`src/rtl/lcd_write_arbiter.sv`:
```
// lcd_write_arbiter: two-requester byte arbiter that sends each byte to an LCD controller as two nibbles
// over a four-phase writeEN/response handshake. It has a wait timeout and a timed controller reset.
module lcd_write_arbiter #(
    parameter int RESET_CYCLES = 16,
    parameter int TIMEOUT      = 255
) (
    input  logic       Clock,
    input  logic       Reset,
    input  logic       iReq0,
    input  logic       iReq1,
    input  logic [7:0] iData0,
    input  logic [7:0] iData1,
    output logic       oGnt0,
    output logic       oGnt1,
    output logic       oDone0,
    output logic       oDone1,
    output logic       oErr,
    output logic [3:0] oLCD_data,
    output logic       oLCD_writeEN,
    output logic       oLCD_reset,
    input  logic       iLCD_response
);
    typedef enum logic [2:0] {INIT, IDLE, HI_REQ, HI_REL, LO_REQ, LO_REL, DONE} state_t;

    state_t     r_state;
    logic [7:0] r_cnt;
    logic [7:0] r_byte;
    logic       r_sel;
    logic       r_last;

    logic       w_sel;
    logic [7:0] w_data;
    logic       w_wait;
    logic       w_go;
    logic       w_tout;

    // Round-robin only matters when both requesters are active.
    assign w_sel  = (iReq0 && iReq1) ? ~r_last : iReq1;
    assign w_data = w_sel ? iData1 : iData0;
    assign w_wait = (r_state == HI_REQ) || (r_state == HI_REL) || (r_state == LO_REQ) || (r_state == LO_REL);
    assign w_go   = ((r_state == HI_REQ) || (r_state == LO_REQ)) ? iLCD_response : !iLCD_response;
    assign w_tout = (r_cnt == 8'(TIMEOUT - 1));

    always_ff @(posedge Clock) begin
        if (Reset) begin
            r_state      <= INIT;
            r_cnt        <= 8'd0;
            r_byte       <= 8'd0;
            r_sel        <= 1'b0;
            r_last       <= 1'b1;
            oGnt0        <= 1'b0;
            oGnt1        <= 1'b0;
            oDone0       <= 1'b0;
            oDone1       <= 1'b0;
            oErr         <= 1'b0;
            oLCD_data    <= 4'd0;
            oLCD_writeEN <= 1'b0;
            oLCD_reset   <= 1'b1;
        end else begin
            oDone0 <= 1'b0;
            oDone1 <= 1'b0;
            if (w_wait && !w_go && w_tout) begin
                r_state      <= INIT;
                r_cnt        <= 8'd0;
                oErr         <= 1'b1;
                oGnt0        <= 1'b0;
                oGnt1        <= 1'b0;
                oLCD_data    <= 4'd0;
                oLCD_writeEN <= 1'b0;
                oLCD_reset   <= 1'b1;
            end else begin
                case (r_state)
                    INIT: begin
                        if (r_cnt == 8'(RESET_CYCLES - 1)) begin
                            r_state    <= IDLE;
                            oLCD_reset <= 1'b0;
                        end else begin
                            r_cnt <= r_cnt + 8'd1;
                        end
                    end
                    IDLE: begin
                        if (iReq0 || iReq1) begin
                            r_state      <= HI_REQ;
                            r_cnt        <= 8'd0;
                            r_sel        <= w_sel;
                            r_byte       <= w_data;
                            oGnt0        <= ~w_sel;
                            oGnt1        <= w_sel;
                            oLCD_data    <= w_data[7:4];
                            oLCD_writeEN <= 1'b1;
                        end
                    end
                    HI_REQ, LO_REQ: begin
                        if (w_go) begin
                            r_state      <= (r_state == HI_REQ) ? HI_REL : LO_REL;
                            r_cnt        <= 8'd0;
                            oLCD_writeEN <= 1'b0;
                        end else begin
                            r_cnt <= r_cnt + 8'd1;
                        end
                    end
                    HI_REL: begin
                        if (w_go) begin
                            r_state      <= LO_REQ;
                            r_cnt        <= 8'd0;
                            oLCD_data    <= r_byte[3:0];
                            oLCD_writeEN <= 1'b1;
                        end else begin
                            r_cnt <= r_cnt + 8'd1;
                        end
                    end
                    LO_REL: begin
                        if (w_go) begin
                            r_state <= DONE;
                            oDone0  <= ~r_sel;
                            oDone1  <= r_sel;
                        end else begin
                            r_cnt <= r_cnt + 8'd1;
                        end
                    end
                    DONE: begin
                        r_state   <= IDLE;
                        r_last    <= r_sel;
                        oGnt0     <= 1'b0;
                        oGnt1     <= 1'b0;
                        oLCD_data <= 4'd0;
                    end
                    default: r_state <= INIT;
                endcase
            end
        end
    end
endmodule
```
`config.mk`:
```
export PLATFORM = sky130hd
export DESIGN_NAME = lcd_write_arbiter
export DESIGN_NICKNAME = d
export VERILOG_FILES = /design/src/rtl/lcd_write_arbiter.sv
export SDC_FILE = /design/constraint.sdc
export NUM_CORES = 1
export LEC_CHECK = 0
export ABC_AREA = 1
export CORE_MARGIN = 8
export CORE_UTILIZATION = 51
export DETAILED_ROUTE_END_ITERATION = 16
export GPL_TIMING_DRIVEN = 0
export PLACE_DENSITY = 0.81
export SYNTH_ARGS = -nofsm -noshare
export SYNTH_HDL_FRONTEND = slang
export SYNTH_SLANG_ARGS = --single-unit
export TNS_END_PERCENT = 5
```
`constraint.sdc`:
```
create_clock -name Clock -period 2.8 [get_ports Clock]
set_input_delay 0.42 -clock Clock [delete_from_list [all_inputs] [get_ports Clock]]
set_output_delay 0.42 -clock Clock [all_outputs]
set_load 0.05 [all_outputs]
```
# Word level (Yosys, flattened, before mapping)
# Index checks and enable logic that the tools add are counted.
[op_classes]
div = 0
eq_ne = 15
mul = 0
reduce_logical = 27
n_mux = 26
n_shift = 0
magnitude_cmp = 0
n_bitwise = 6
n_addsub = 1
[op_table]
columns = ["op", "count"]
rows = [
  ["two-way mux 8 bit", 5],
  ["one-hot mux 8 bit (4 select lines)", 1],
  ["two-way mux 3 bit", 6],
  ["one-hot mux 3 bit (6 select lines)", 1],
  ["inequality test 2 bit, second input constant", 7],
  ["one-hot mux 4 bit (3 select lines)", 1],
  ["== test 3 bit, second input constant", 3],
  ["adder 8 x 1 -> 8 bit, second input constant", 1],
  ["== test 8 x 4 -> 1 bit, second input constant", 1],
  ["== test 8 bit, second input constant", 1],
  ["two-way mux 4 bit", 2],
  ["AND reduction 4 bit", 2],
  ["two-way mux 1 bit", 7],
  ["== test 3 x 2 -> 1 bit, second input constant", 2],
  ["NOT 1 bit", 6],
  ["AND reduction 2 bit", 3],
  ["AND reduction 3 bit", 2],
  ["nonzero test 3 bit", 2],
  ["logical OR 1 bit", 5],
  ["AND reduction 5 bit", 1],
  ["one-hot mux 1 bit (2 select lines)", 2],
  ["nonzero test 4 bit", 1],
  ["OR reduction 2 bit", 2],
  ["OR reduction 4 bit", 1],
  ["other kinds (7)", 10],
]
[word_totals]
memories = 0
romBits = 0
ramBits = 0
reg_bits = 28
latch_bits = 0

# Depth between registers and ports, before layout
[depth]
depth_word = 8
mapped_depth = 13
ltp_nobuf = 12

# Worst setup path before layout
# No wires, ideal clock.
[synth_path]
path_kind = "reg2reg"
from = "register r_state[1]"
to = "register r_cnt[6]"
path_buffers = 2
path_stages_with_launch = 13
period_less_slack_ns = 1.766
arrival_time_ns = 1.649
setup_slack_ns = 1.034
path_cell_list = "dfxtp_1 buf_4 nor2_1 nand2_1 nand2_1 ha_1 nand4_1 nand3_1 nor2_2 buf_4 nand2_1 nand2_1 a21oi_1"
[synth_via]
elab_chain_cells = 7
elab_cells_between_ends = 23
cone_classes = "8 x eq/ne; 3 x mux; 12 x reduce/logical"
[synth_rtl]
columns = ["item", "line_no", "source"]
rows = [
  ["from (decl)", "25", "state_t r_state;"],
  ["from (signal assigned)", "95", "r_state <= (r_state == HI_REQ) ? HI_REL : LO_REL;"],
  ["parallel branches: the longest is 7 deep, another holds two-way mux 8 bit", "--", ""],
  ["to (signal assigned)", "78", "r_cnt <= r_cnt + 8'd1;"],
  ["to (signal assigned)", "99", "r_cnt <= r_cnt + 8'd1;"],
  ["to (signal assigned)", "109", "r_cnt <= r_cnt + 8'd1;"],
  ["to (decl)", "26", "logic [7:0] r_cnt;"],
]
# Parallel ways; which one is timed is not known.
# A chain may end at the register's enable or synchronous reset.

# Final worst setup path
[layout_path]
from = "register r_state[0]"
to = "register oLCD_data[1]"
[layout_via]
elab_chain_cells = 7
elab_cells_between_ends = 20
cone_classes = "8 x eq/ne; 2 x mux; 10 x reduce/logical"
[layout_rtl]
columns = ["item", "line_no", "source"]
rows = [
  ["== test 3 x 2 -> 1 bit (tied with other cells)", "40, 41", ""],
  ["logical OR 1 bit, on equally long branches", "41, 40", ""],
  ["two-way mux 1 bit / logical OR 1 bit (equally long branches)", "41, 40", ""],
  ["zero test 1 bit / logical OR 1 bit (equally long branches)", "62, 40", ""],
  ["logical AND 1 bit (2 in series)", "62", "if (w_wait && !w_go && w_tout) begin"],
  ["OR reduction 2 bit (no line)", "--", ""],
  ["to (signal assigned)", "89", "oLCD_data <= w_data[7:4];"],
  ["to (signal assigned)", "106", "oLCD_data <= r_byte[3:0];"],
  ["to (decl)", "18", "output logic [3:0] oLCD_data,"],
]
# Several ways; a longest one is shown, not always the timed one.

==> flow_summary.yaml <==
power_and_ir_drop:
  irDropWorstVdd_mv: 0.499
  leakagePower_nw: 0.901
  p_per_area_mw_per_mm2: 783
sta:
  finClkSkew_ps: 13.5
  fin_hold_ws_ps: 454
  max_freq_ghz: 0.501
  slew_headroom_pct: 65.0
  worst_pin_slew_ps: 524
  slew_viol_final: 0
  worst_slack_ps: 804
  min_period_over_period_pct: 71.3
  hold_violations: 0
  fin_tns_setup_ps: 0
  rsz0062_at_grt: "no"
  setup_viol_count_final: 0
  fin_crit_ps: 2000
clocking:
  clock_path_buffers: 2
  cts.repair.resized: 0
  ctsHoldBuffers: 0
  cts-buffers-inserted: 3
  htreeDepth: 1
  postCtsSetupBuffers: 0
  cts_tree: "done"
  path_clk_slew_ps: 160
  insertion_delay_ps: 330
  cts_root_buf: "clkbuf_4"
  clock_sinks: 28
critical_path:
  worstPathCellList: "nor2_1 > nand2_1 > nand2_1 > ha_1 > inv_1 > nand2_1 > nand2_1 > nor2_2 > o21ai_1 > a21oi_1"
  crit_path_max_incr_delay_ps: 480
  crit_top_cell: "nand2_1"
  arrival_ps: 2270
  path_buf_inv: 1
  slowest_stage: "dfxtp_1"
  end_kind: "register"
  criticalPathCategory: "reg2reg"
  startpoint_type: "register"
  path_max_fanout: 8
  path_delay_family: "simple AND/OR/NAND/NOR gates"
  crit_required_ps: 3080
cells_and_area:
  drive_above_1_share_pct: 7.89
  register_area_um2: 561
  area_delta_synth_final_pct: 26.1
  finalNonFillerCells: 312
  stdcell_area_mm2: 0.00195
  multi_input_area_um2: 838
  fill_cells: 258
  antenna_cells: 0
  fin_nets: 304
global_route:
  first_global_vias: 1440
  gr-total-overflow: 0
  antenna_found_initial: 0
  grt_pass1_wl_um: 6020
  track_usage_pct: 14.0
  grt_max_degree: 17
synthesis:
  yosysSeqAreaShare_pct: 36.2
  synth_area_leaders: "dfxtp_1 36%, nand2_1 18%, nor2_1 7.3%, a21oi_1 6.8%, inv_1 6.1%"
  synth_cells: 244
  synth_edf_count: 0
  ys_types: 25
  syn_nets: 268
  yosysTopAreaCell: "dfxtp_1"
  syn_avg_cell_area_um2: 6.34
  synth_flop_cell: "dfxtp_1"
  ys_warn_count: 0
  ys_async_sr_fraction_pct: 0
  synth_top_area_share_pct: 36.2
  synth_seq_cells: 28
  synth.cell_area_mm2: 0.00155
routing:
  viasPerCell: 5.04
  firstDrtPassIters: 4
  routedWlPerCell_um: 11.2
  drc_errors: 0
  drt_iter0_drc: 97
  drt-total-wl_um: 3500
  drtAntennaViolNets: 0
  vias: 1572
placement:
  dp.cells: 308
  portBuffers: 31
  post_dp_cell_area_mm2: 0.00190
  globalplace.congestion: 0.908
  dp_slack_ps: 673
  dp_hpwl_um: 2770
floorplan:
  die_w_um: 71.1
  start_util_pct: 52.0
  die_y_um: 71.1
  io_pins: 32
  dieArea_mm2: 0.00505
  row_count: 20
  coreArea_mm2: 0.00298
run:
  max-cap-violations: 0
worst_hold_path:
  hold_class: "reg2reg"
outcome:
  status: "completed"
[synth_stat cells, types with 4 or more instances]
library cell / instances
o21ai_0: 8
a21oi_1: 21
a31oi_1: 4
dfxtp_1: 28
nand2_1: 75
inv_1: 25
nand3_1: 15
nor2_1: 30
nor2_2: 6
nand4_1: 4
inv_2: 4
o21ai_1: 5
[cell families (layout without fill, tap and decap cells)]
group                    count (synthesis)  in the layout  share of synthesized area, %
adder cells (fa/ha/maj)                  3              3                          2.43
AND/OR/NAND/NOR                        138            138                          38.1
buffers and inverters                   35             70                          9.62
XOR/XNOR                                 1              1                         0.566
AO/OA/AOI/OAI                           39             39                          13.1
flip-flops                              28             28                          36.2
[sequential cells by signal, summed over array words and instances, names as in the netlist]
signal / flops
r_cnt: 8
oLCD_data: 4
r_byte: 4
r_state: 3
oDone0: 1
oDone1: 1
oErr: 1
oGnt0: 1
oGnt1: 1
oLCD_reset: 1
oLCD_writeEN: 1
r_last: 1
r_sel: 1
[area by class of cell]
cell class	count	share of cell area (%)
clock buffers	3	1.15
flip-flops and latches	28	28.7
well taps	33	2.12
repair buffers	31	15.9
clock inverters	1	1.54
plain buffers	6	2.05
inverters	29	5.58
multi-input cells	181	42.9
[final timing paths]
kind	start	to	slack [ps]	cells after the start
max	r_state[0]	oLCD_data[1]	800	10
min	r_sel	oDone0	450	1
max reg2reg	r_state[0]	oLCD_data[1]	800	10
min reg2reg	r_sel	oDone0	450	1
[where the power goes]
part           switching, W  total [W]  internal (W)
clock              0.000121   0.000266      0.000145
combinational      0.000471   0.000719      0.000248
sequential        0.0000594   0.000544      0.000485
[cells in the final DEF, fill, tap and decap left out]
cell type,count
nor3_1,2
buf_2,2
buf_6,1
nand3_1,15
nor2_2,6
o21ai_1,5
clkdlybuf4s50_1,31
nor2_1,30
nand3b_1,1
buf_4,2
nand2_2,1
a21oi_1,21
xnor2_1,1
dfxtp_1,28
bufinv_16,1
clkbuf_1,1
o21ai_0,8
clkbuf_4,3
inv_1,25
nand4_1,4
nand3_2,1
inv_2,4
nor4_1,2
a31oi_1,4
nand2_1,75
ha_1,3
o211ai_1,1
nor2_4,1
[through the flow]
step | utilization (%) | total power [W]
floorplan | - | 0.00107
global placement | 63.8 | 0.00126
detailed placement | 63.8 | 0.00127
CTS | 65.5 | 0.00154
global route | 65.5 | 0.00164
finish | 65.5 | 0.00153
[metal layers]
layer,track usage [%],part of all wire [%],vias to the layer above
li1,-,-,855
met1,17.4,49,671
met2,22.1,42,44
met3,4.80,8.0,2
met4,4.39,0.54,0
met5,0,0,-
Note: power is estimated with default switching activity, not from simulation.
